===== src/rtl/jogo_pkg.sv =====
// jogo_pkg: state codes, difficulty codes and lives width for the game-timing controller
package jogo_pkg;
   typedef enum logic [3:0] {
      EST_IDLE      = 4'd0,
      EST_PREPARA   = 4'd1,
      EST_RODANDO   = 4'd2,
      EST_CONGELADO = 4'd3,
      EST_VENCEU    = 4'd4,
      EST_PERDEU    = 4'd5
   } estado_t;
   localparam logic [1:0] MODO_FACIL   = 2'b00;
   localparam logic [1:0] MODO_MEDIO   = 2'b01;
   localparam logic [1:0] MODO_DIFICIL = 2'b10;
   localparam int VIDAS_W = 3;
endpackage


===== src/rtl/contador_m_carga.sv =====
// contador_m_carga: clearable modulo counter whose modulus is an input; fim marks the last count
module contador_m_carga #(
   parameter int CNT_W = 27
) (
   input  logic             clock,
   input  logic             reset,
   input  logic             limpa,
   input  logic             habilita,
   input  logic [CNT_W-1:0] modulo,
   output logic             fim
);
   logic [CNT_W-1:0] cnt_q;
   assign fim = cnt_q == modulo - CNT_W'(1);
   always_ff @(posedge clock) begin
      if (reset || limpa) cnt_q <= '0;
      else if (habilita) cnt_q <= fim ? '0 : cnt_q + CNT_W'(1);
   end
endmodule


===== src/rtl/escalonador_jogo.sv =====
// escalonador_jogo: map scroll, movement enable, collision penalty/freeze and win/lose sequencing
module escalonador_jogo
   import jogo_pkg::*;
#(
   parameter int CNT_W           = 27,
   parameter int PERIODO_FACIL   = 50000000,
   parameter int PERIODO_MEDIO   = 25000000,
   parameter int PERIODO_DIFICIL = 12500000,
   parameter int PERIODO_FREEZE  = 100000000,
   parameter int VIDAS_MAX       = 3
) (
   input  logic               clock,
   input  logic               reset,
   input  logic               iniciar,
   input  logic [1:0]         modo,
   input  logic               colisao,
   input  logic               fim_mapa,
   output logic               desloca_horizontal,
   output logic               habilita_movimento,
   output logic               perda_vida,
   output logic [VIDAS_W-1:0] vidas,
   output logic               venceu,
   output logic               perdeu,
   output logic [3:0]         db_estado
);
   estado_t            estado_q;
   logic [VIDAS_W-1:0] vidas_q;
   logic [CNT_W-1:0]   periodo_q;
   logic               perda_vida_q;
   logic               fim_cnt, limpa, ativo;
   // scroll period and freeze never overlap, so one counter serves both
   assign ativo = estado_q == EST_RODANDO || estado_q == EST_CONGELADO;
   assign limpa = !ativo || (estado_q == EST_RODANDO && colisao) || (estado_q == EST_CONGELADO && fim_cnt);
   contador_m_carga #(.CNT_W(CNT_W)) u_cnt (
      .clock    (clock),
      .reset    (reset),
      .limpa    (limpa),
      .habilita (ativo),
      .modulo   (estado_q == EST_CONGELADO ? CNT_W'(PERIODO_FREEZE) : periodo_q),
      .fim      (fim_cnt)
   );
   always_ff @(posedge clock) begin
      if (reset) begin
         estado_q     <= EST_IDLE;
         vidas_q      <= VIDAS_W'(VIDAS_MAX);
         periodo_q    <= CNT_W'(PERIODO_FACIL);
         perda_vida_q <= 1'b0;
      end else begin
         perda_vida_q <= 1'b0;
         case (estado_q)
            EST_IDLE: if (iniciar) estado_q <= EST_PREPARA;
            EST_PREPARA: begin
               periodo_q <= modo == MODO_FACIL ? CNT_W'(PERIODO_FACIL) :
                            modo == MODO_MEDIO ? CNT_W'(PERIODO_MEDIO) : CNT_W'(PERIODO_DIFICIL);
               vidas_q   <= VIDAS_W'(VIDAS_MAX);
               estado_q  <= EST_RODANDO;
            end
            EST_RODANDO: begin
               if (colisao) begin
                  vidas_q      <= vidas_q - VIDAS_W'(1);
                  perda_vida_q <= 1'b1;
                  estado_q     <= vidas_q > VIDAS_W'(1) ? EST_CONGELADO : EST_PERDEU;
               end else if (fim_mapa) estado_q <= EST_VENCEU;
            end
            EST_CONGELADO: if (fim_cnt) estado_q <= EST_RODANDO;
            EST_VENCEU, EST_PERDEU: if (iniciar) estado_q <= EST_PREPARA;
            default: estado_q <= EST_IDLE;
         endcase
      end
   end
   assign desloca_horizontal = estado_q == EST_RODANDO && fim_cnt;
   assign habilita_movimento = estado_q == EST_RODANDO;
   assign perda_vida         = perda_vida_q;
   assign vidas              = vidas_q;
   assign venceu             = estado_q == EST_VENCEU;
   assign perdeu             = estado_q == EST_PERDEU;
   assign db_estado          = estado_q;
endmodule


===== config.mk =====
export PLATFORM = sky130hd
export DESIGN_NAME = escalonador_jogo
export DESIGN_NICKNAME = d
export VERILOG_FILES = /design/src/rtl/jogo_pkg.sv /design/src/rtl/contador_m_carga.sv /design/src/rtl/escalonador_jogo.sv
export SDC_FILE = /design/constraint.sdc
export NUM_CORES = 1
export LEC_CHECK = 0
export ABC_AREA = 0
export CORE_UTILIZATION = 61
export CTS_CLUSTER_DIAMETER = 80
export CTS_CLUSTER_SIZE = 16
export DETAILED_ROUTE_END_ITERATION = 6
export PLACE_DENSITY = 0.83
export SLEW_MARGIN = 20
export SYNTH_ARGS = -nofsm -noshare
export SYNTH_HDL_FRONTEND = slang
export SYNTH_SLANG_ARGS = --single-unit

===== constraint.sdc =====
create_clock -name clock -period 5.75 [get_ports clock]
set_input_delay 0.575 -clock clock [delete_from_list [all_inputs] [get_ports clock]]
set_output_delay 0.575 -clock clock [all_outputs]
set_load 0.02 [all_outputs]

==> metrics.md <==
| Metric | Value |
|---|---|
| # port buffers | 17 |
| Endpoint of the worst register-to-register path | u_cnt.cnt_q[16] |
| Kind of critical path | flip-flop to output pin |
| Synthesized Nets | 296 |
| Clock tree sinks | 40 |
| Antenna diodes | 0 |
| LEAKAGE | 0.852 nW |
| Die Span Y | 63.1 µm |
| Pin slew with the least headroom to its limit | 927 ps |
| Insertion delay to the later sink of the worst-skew pair | 290 ps |
| Critical path data arrival time | 3200 ps |
| Upper clock frequency limit | 265 MHz |
| GRT Util Overall | 0.275 |
| Worst hold endpoint | u_cnt.cnt_q[0] |
| Layout-stage area growth over the synthesis result | 10.1% |
| Std-Cell Rows | 21 |
| Nets | 302 |
| Die boundary width | 63.1 µm |
| Routed wire length | 5080 µm |
| Maximum number of pins on one net before global-route repair | 28 |
| Max-capacitance violation count | 0 |
| Final count of negative-setup-slack endpoints | 0 |
| Post-cts hold buffer count | 0 |
| Source of the worst hold timing path | u_cnt.cnt_q[0] |
| Hold Crit Depth | 1 |
| Share of flip-flops with an asynchronous set or reset after synthesis | 0 |
| YS warnings | 0 |
| 1st-pass router iterations | 4 |
| Tightest Hold Check Type | flip-flop to flip-flop |
| Tcrit/Tclk final | 0.656 |
| Wire length per cell after detailed routing | 15.0 µm |
| Count of cell types in the netlist | 52 |
| Netlist Area Pre-Place | 2280 µm² |
| Setup bufs post-CTS | 0 |
| Starting density of the core | 0.657 |
| Run status | complete, no violations |
| Setup repair after global routing missed its margin | false |
| Clock tree from TritonCTS | yes |
| Vias in the first global route | 1844 |
| Cells after Synth | 285 |
| Maximum number of buffers from clock root to sink | 2 |
| Number of top-level pins | 19 |
| Number of CTS-inserted buffers | 5 |
| Routability congestion estimate from global placement | 0.852 |
| First-pass GRT wire length | 8580 µm |
| Filler cells | 302 |
| Number of H-tree branching levels | 2 |
| Floorplan core area | 3470 µm² |
| Top_reg_cell synth | sky130_fd_sc_hd__dfxtp_1 |
| Worst setup skew after layout | 5.77 ps |
| Ratio of cells with drive above 1 in the final layout | 0.0514 |
| Number of flip-flops and latches in the synthesized netlist | 40 |
| Antenna Nets Post-Route | 0 |
| Detailed-route vias per instance | 5.96 |
| Mean area per synthesized cell | 7.99 µm² |
| Sort of element at the end of the critical path | output pin |
| Root cell of the clock tree | sky130_fd_sc_hd__clkbuf_8 |
| Pwr dens | 225 nW/µm² |
| Start point of the critical path | db_estado[2] |
| Final slew viol count | 0 |
| Slack of the worst reg-to-reg path | 2970 ps |
| Via count | 2013 |
| Final Hold Slack | 482 ps |
| Critical path startpoint category | flip-flop |
| Starting DRT DRC Count | 108 |
| Proportion of synthesized chip area in sequential cells | 0.352 |
| Worst R2R Start | db_estado[2] |
| Clock-pin slew of the registers on the worst-case setup and hold paths | 70 ps |
| Min Tclk post-route | 3770 ps |
| Remaining global-route overflow | 0 |
| Number of design rule violations left after detail routing | 0 |
| Worst rel slew slack | 0.381 |
| Largest fanout of any net on the critical path | 12 |
| Cells resized by post-CTS repair | 0 |
| Number of synthesized flops with an enable pin | 0 |
| Post-DP HPWL | 3630 µm |
| Setup TNS | 0 ps |
| Final hold violations | 0 |
| Number of antenna violations at the first check in global routing | 0 |
| Data required time at the worst endpoint | 5180 ps |
| Peak supply drop | 165 µV |
| FF-to-FF path depth | 10 |
| Die ar. | 3980 µm² |
synth_stat cells, types with 2 or more instances:
master                      n  share of area
sky130_fd_sc_hd__or2_2      4          0.011
sky130_fd_sc_hd__nand3_1   10          0.022
sky130_fd_sc_hd__xnor2_1   18          0.069
sky130_fd_sc_hd__buf_4      2         0.0066
sky130_fd_sc_hd__nand4_1    7          0.019
sky130_fd_sc_hd__nand2b_1   7          0.019
sky130_fd_sc_hd__inv_1     13          0.021
sky130_fd_sc_hd__and3_1     2         0.0055
sky130_fd_sc_hd__o21bai_1   3         0.0099
sky130_fd_sc_hd__nor2b_1    2         0.0055
sky130_fd_sc_hd__or4_1      2         0.0066
sky130_fd_sc_hd__ha_1       4          0.022
sky130_fd_sc_hd__or3_1      2         0.0055
sky130_fd_sc_hd__xor2_1    12          0.046
sky130_fd_sc_hd__buf_6      2         0.0099
sky130_fd_sc_hd__nand2_1   26          0.043
sky130_fd_sc_hd__and4_1     2         0.0077
sky130_fd_sc_hd__clkbuf_1  14          0.023
sky130_fd_sc_hd__a21oi_1   11          0.024
sky130_fd_sc_hd__o31ai_1    3         0.0099
sky130_fd_sc_hd__dfxtp_1   40           0.35
sky130_fd_sc_hd__nor2_1    19          0.031
sky130_fd_sc_hd__o21ai_0    5          0.011
sky130_fd_sc_hd__nand4b_1   2         0.0077
sky130_fd_sc_hd__o32ai_1    2         0.0077
sky130_fd_sc_hd__nor3b_1    4          0.013
sky130_fd_sc_hd__a31oi_1    2         0.0055
sky130_fd_sc_hd__nor3_1    39          0.086
sky130_fd_sc_hd__and2_1     3         0.0082
layout make-up:
type | count | area (µm²) | area share
timing repair buffer | 18 | 178 | 0.0709
inverter | 13 | 48.8 | 0.0195
tap | 46 | 57.6 | 0.0230
multi-input combinational | 213 | 1330 | 0.531
sequential | 40 | 801 | 0.319
clock buffer | 8 | 90.1 | 0.0359
how the worst max path moves through the flow:
stage               depth (start not counted)                 end  slack [ps]
floorplan                                  10  desloca_horizontal        2710
global placement                           10  desloca_horizontal        2450
detailed placement                         10  desloca_horizontal        2330
CTS                                        10  desloca_horizontal        1980
global route                               10  desloca_horizontal        1810
finish                                     10  desloca_horizontal        1980
cell usage in the layout, fill, tap and decap left out, types with 4 or more instances in the layout:
| cell type | instances |
|---|---|
| sky130_fd_sc_hd__dfxtp_1 | 40 |
| sky130_fd_sc_hd__nor3_1 | 39 |
| sky130_fd_sc_hd__nand2_1 | 26 |
| sky130_fd_sc_hd__nor2_1 | 19 |
| sky130_fd_sc_hd__xnor2_1 | 18 |
| sky130_fd_sc_hd__clkdlybuf4s50_1 | 17 |
| sky130_fd_sc_hd__inv_1 | 13 |
| sky130_fd_sc_hd__xor2_1 | 12 |
| sky130_fd_sc_hd__a21oi_1 | 11 |
| sky130_fd_sc_hd__nand3_1 | 10 |
| sky130_fd_sc_hd__nand2b_1 | 7 |
| sky130_fd_sc_hd__nand4_1 | 7 |
| sky130_fd_sc_hd__clkbuf_8 | 6 |
| sky130_fd_sc_hd__o21ai_0 | 5 |
| sky130_fd_sc_hd__nor3b_1 | 4 |
| sky130_fd_sc_hd__or2_2 | 4 |
| sky130_fd_sc_hd__ha_1 | 4 |
kinds of logic (layout without fill, tap and decap cells):
group,after synthesis,after routing,synth area share
AOI/OAI and AO/OA,39,39,0.116
other,1,1,0.00165
adders and majority gates,4,4,0.0220
buffers and inverters,32,39,0.0632
and+or+nand+nor,139,139,0.330
DFF,40,40,0.352
xor gates and xnor gates,30,30,0.115
worst max-delay path, cell delays in order, from the launching register on:
cell and delay, ps:
sky130_fd_sc_hd__dfxtp_1 510, sky130_fd_sc_hd__nand3b_4 250, sky130_fd_sc_hd__nand2_1 80, sky130_fd_sc_hd__ha_1 260, sky130_fd_sc_hd__xnor2_1 250, sky130_fd_sc_hd__xnor2_1 100, sky130_fd_sc_hd__a2bb2oi_1 130, sky130_fd_sc_hd__a2111o_1 350
sky130_fd_sc_hd__nor3_4 220, sky130_fd_sc_hd__and2_1 150, sky130_fd_sc_hd__clkdlybuf4s50_1 600
stage by stage:
step                      total power, mW   util  setup slack (ps)  std cells  area [µm²]
after floorplan                     0.357      -              2710        285        2280
after global placement              0.377  0.697              2450        330        2420
after detailed placement            0.379  0.697              2330        330        2420
after CTS                           0.567  0.723              1980        338        2510
after global routing                0.588  0.723              1810        338        2510
final                               0.564  0.723              1980        338        2510
state kept, by name, indices dropped and copies added (netlist names):
name	flops
vidas	3
u_cnt.cnt_q	27
db_estado	3
perda_vida	1
periodo_q	6
power by group:
| part | leakage (nW) | total, mW | internal (mW) | switching [mW] |
|---|---|---|---|---|
| Sequential | 0.324 | 0.299 | 0.284 | 0.0147 |
| Combinational | 0.483 | 0.0756 | 0.0338 | 0.0418 |
| Clock | 0.0455 | 0.190 | 0.0978 | 0.0917 |
| Total | 0.852 | 0.564 | 0.415 | 0.148 |
per-layer routing:
layer	track usage	routed length (µm)	share of wire	up-vias
met4	0.137	117	0.023	0
met5	0	0	0	-
met3	0.0453	172	0.034	13
met1	0.347	2360	0.46	949
met2	0.449	2440	0.48	50
li1	-	-	-	1001
Power figures use the tool's default switching activity.
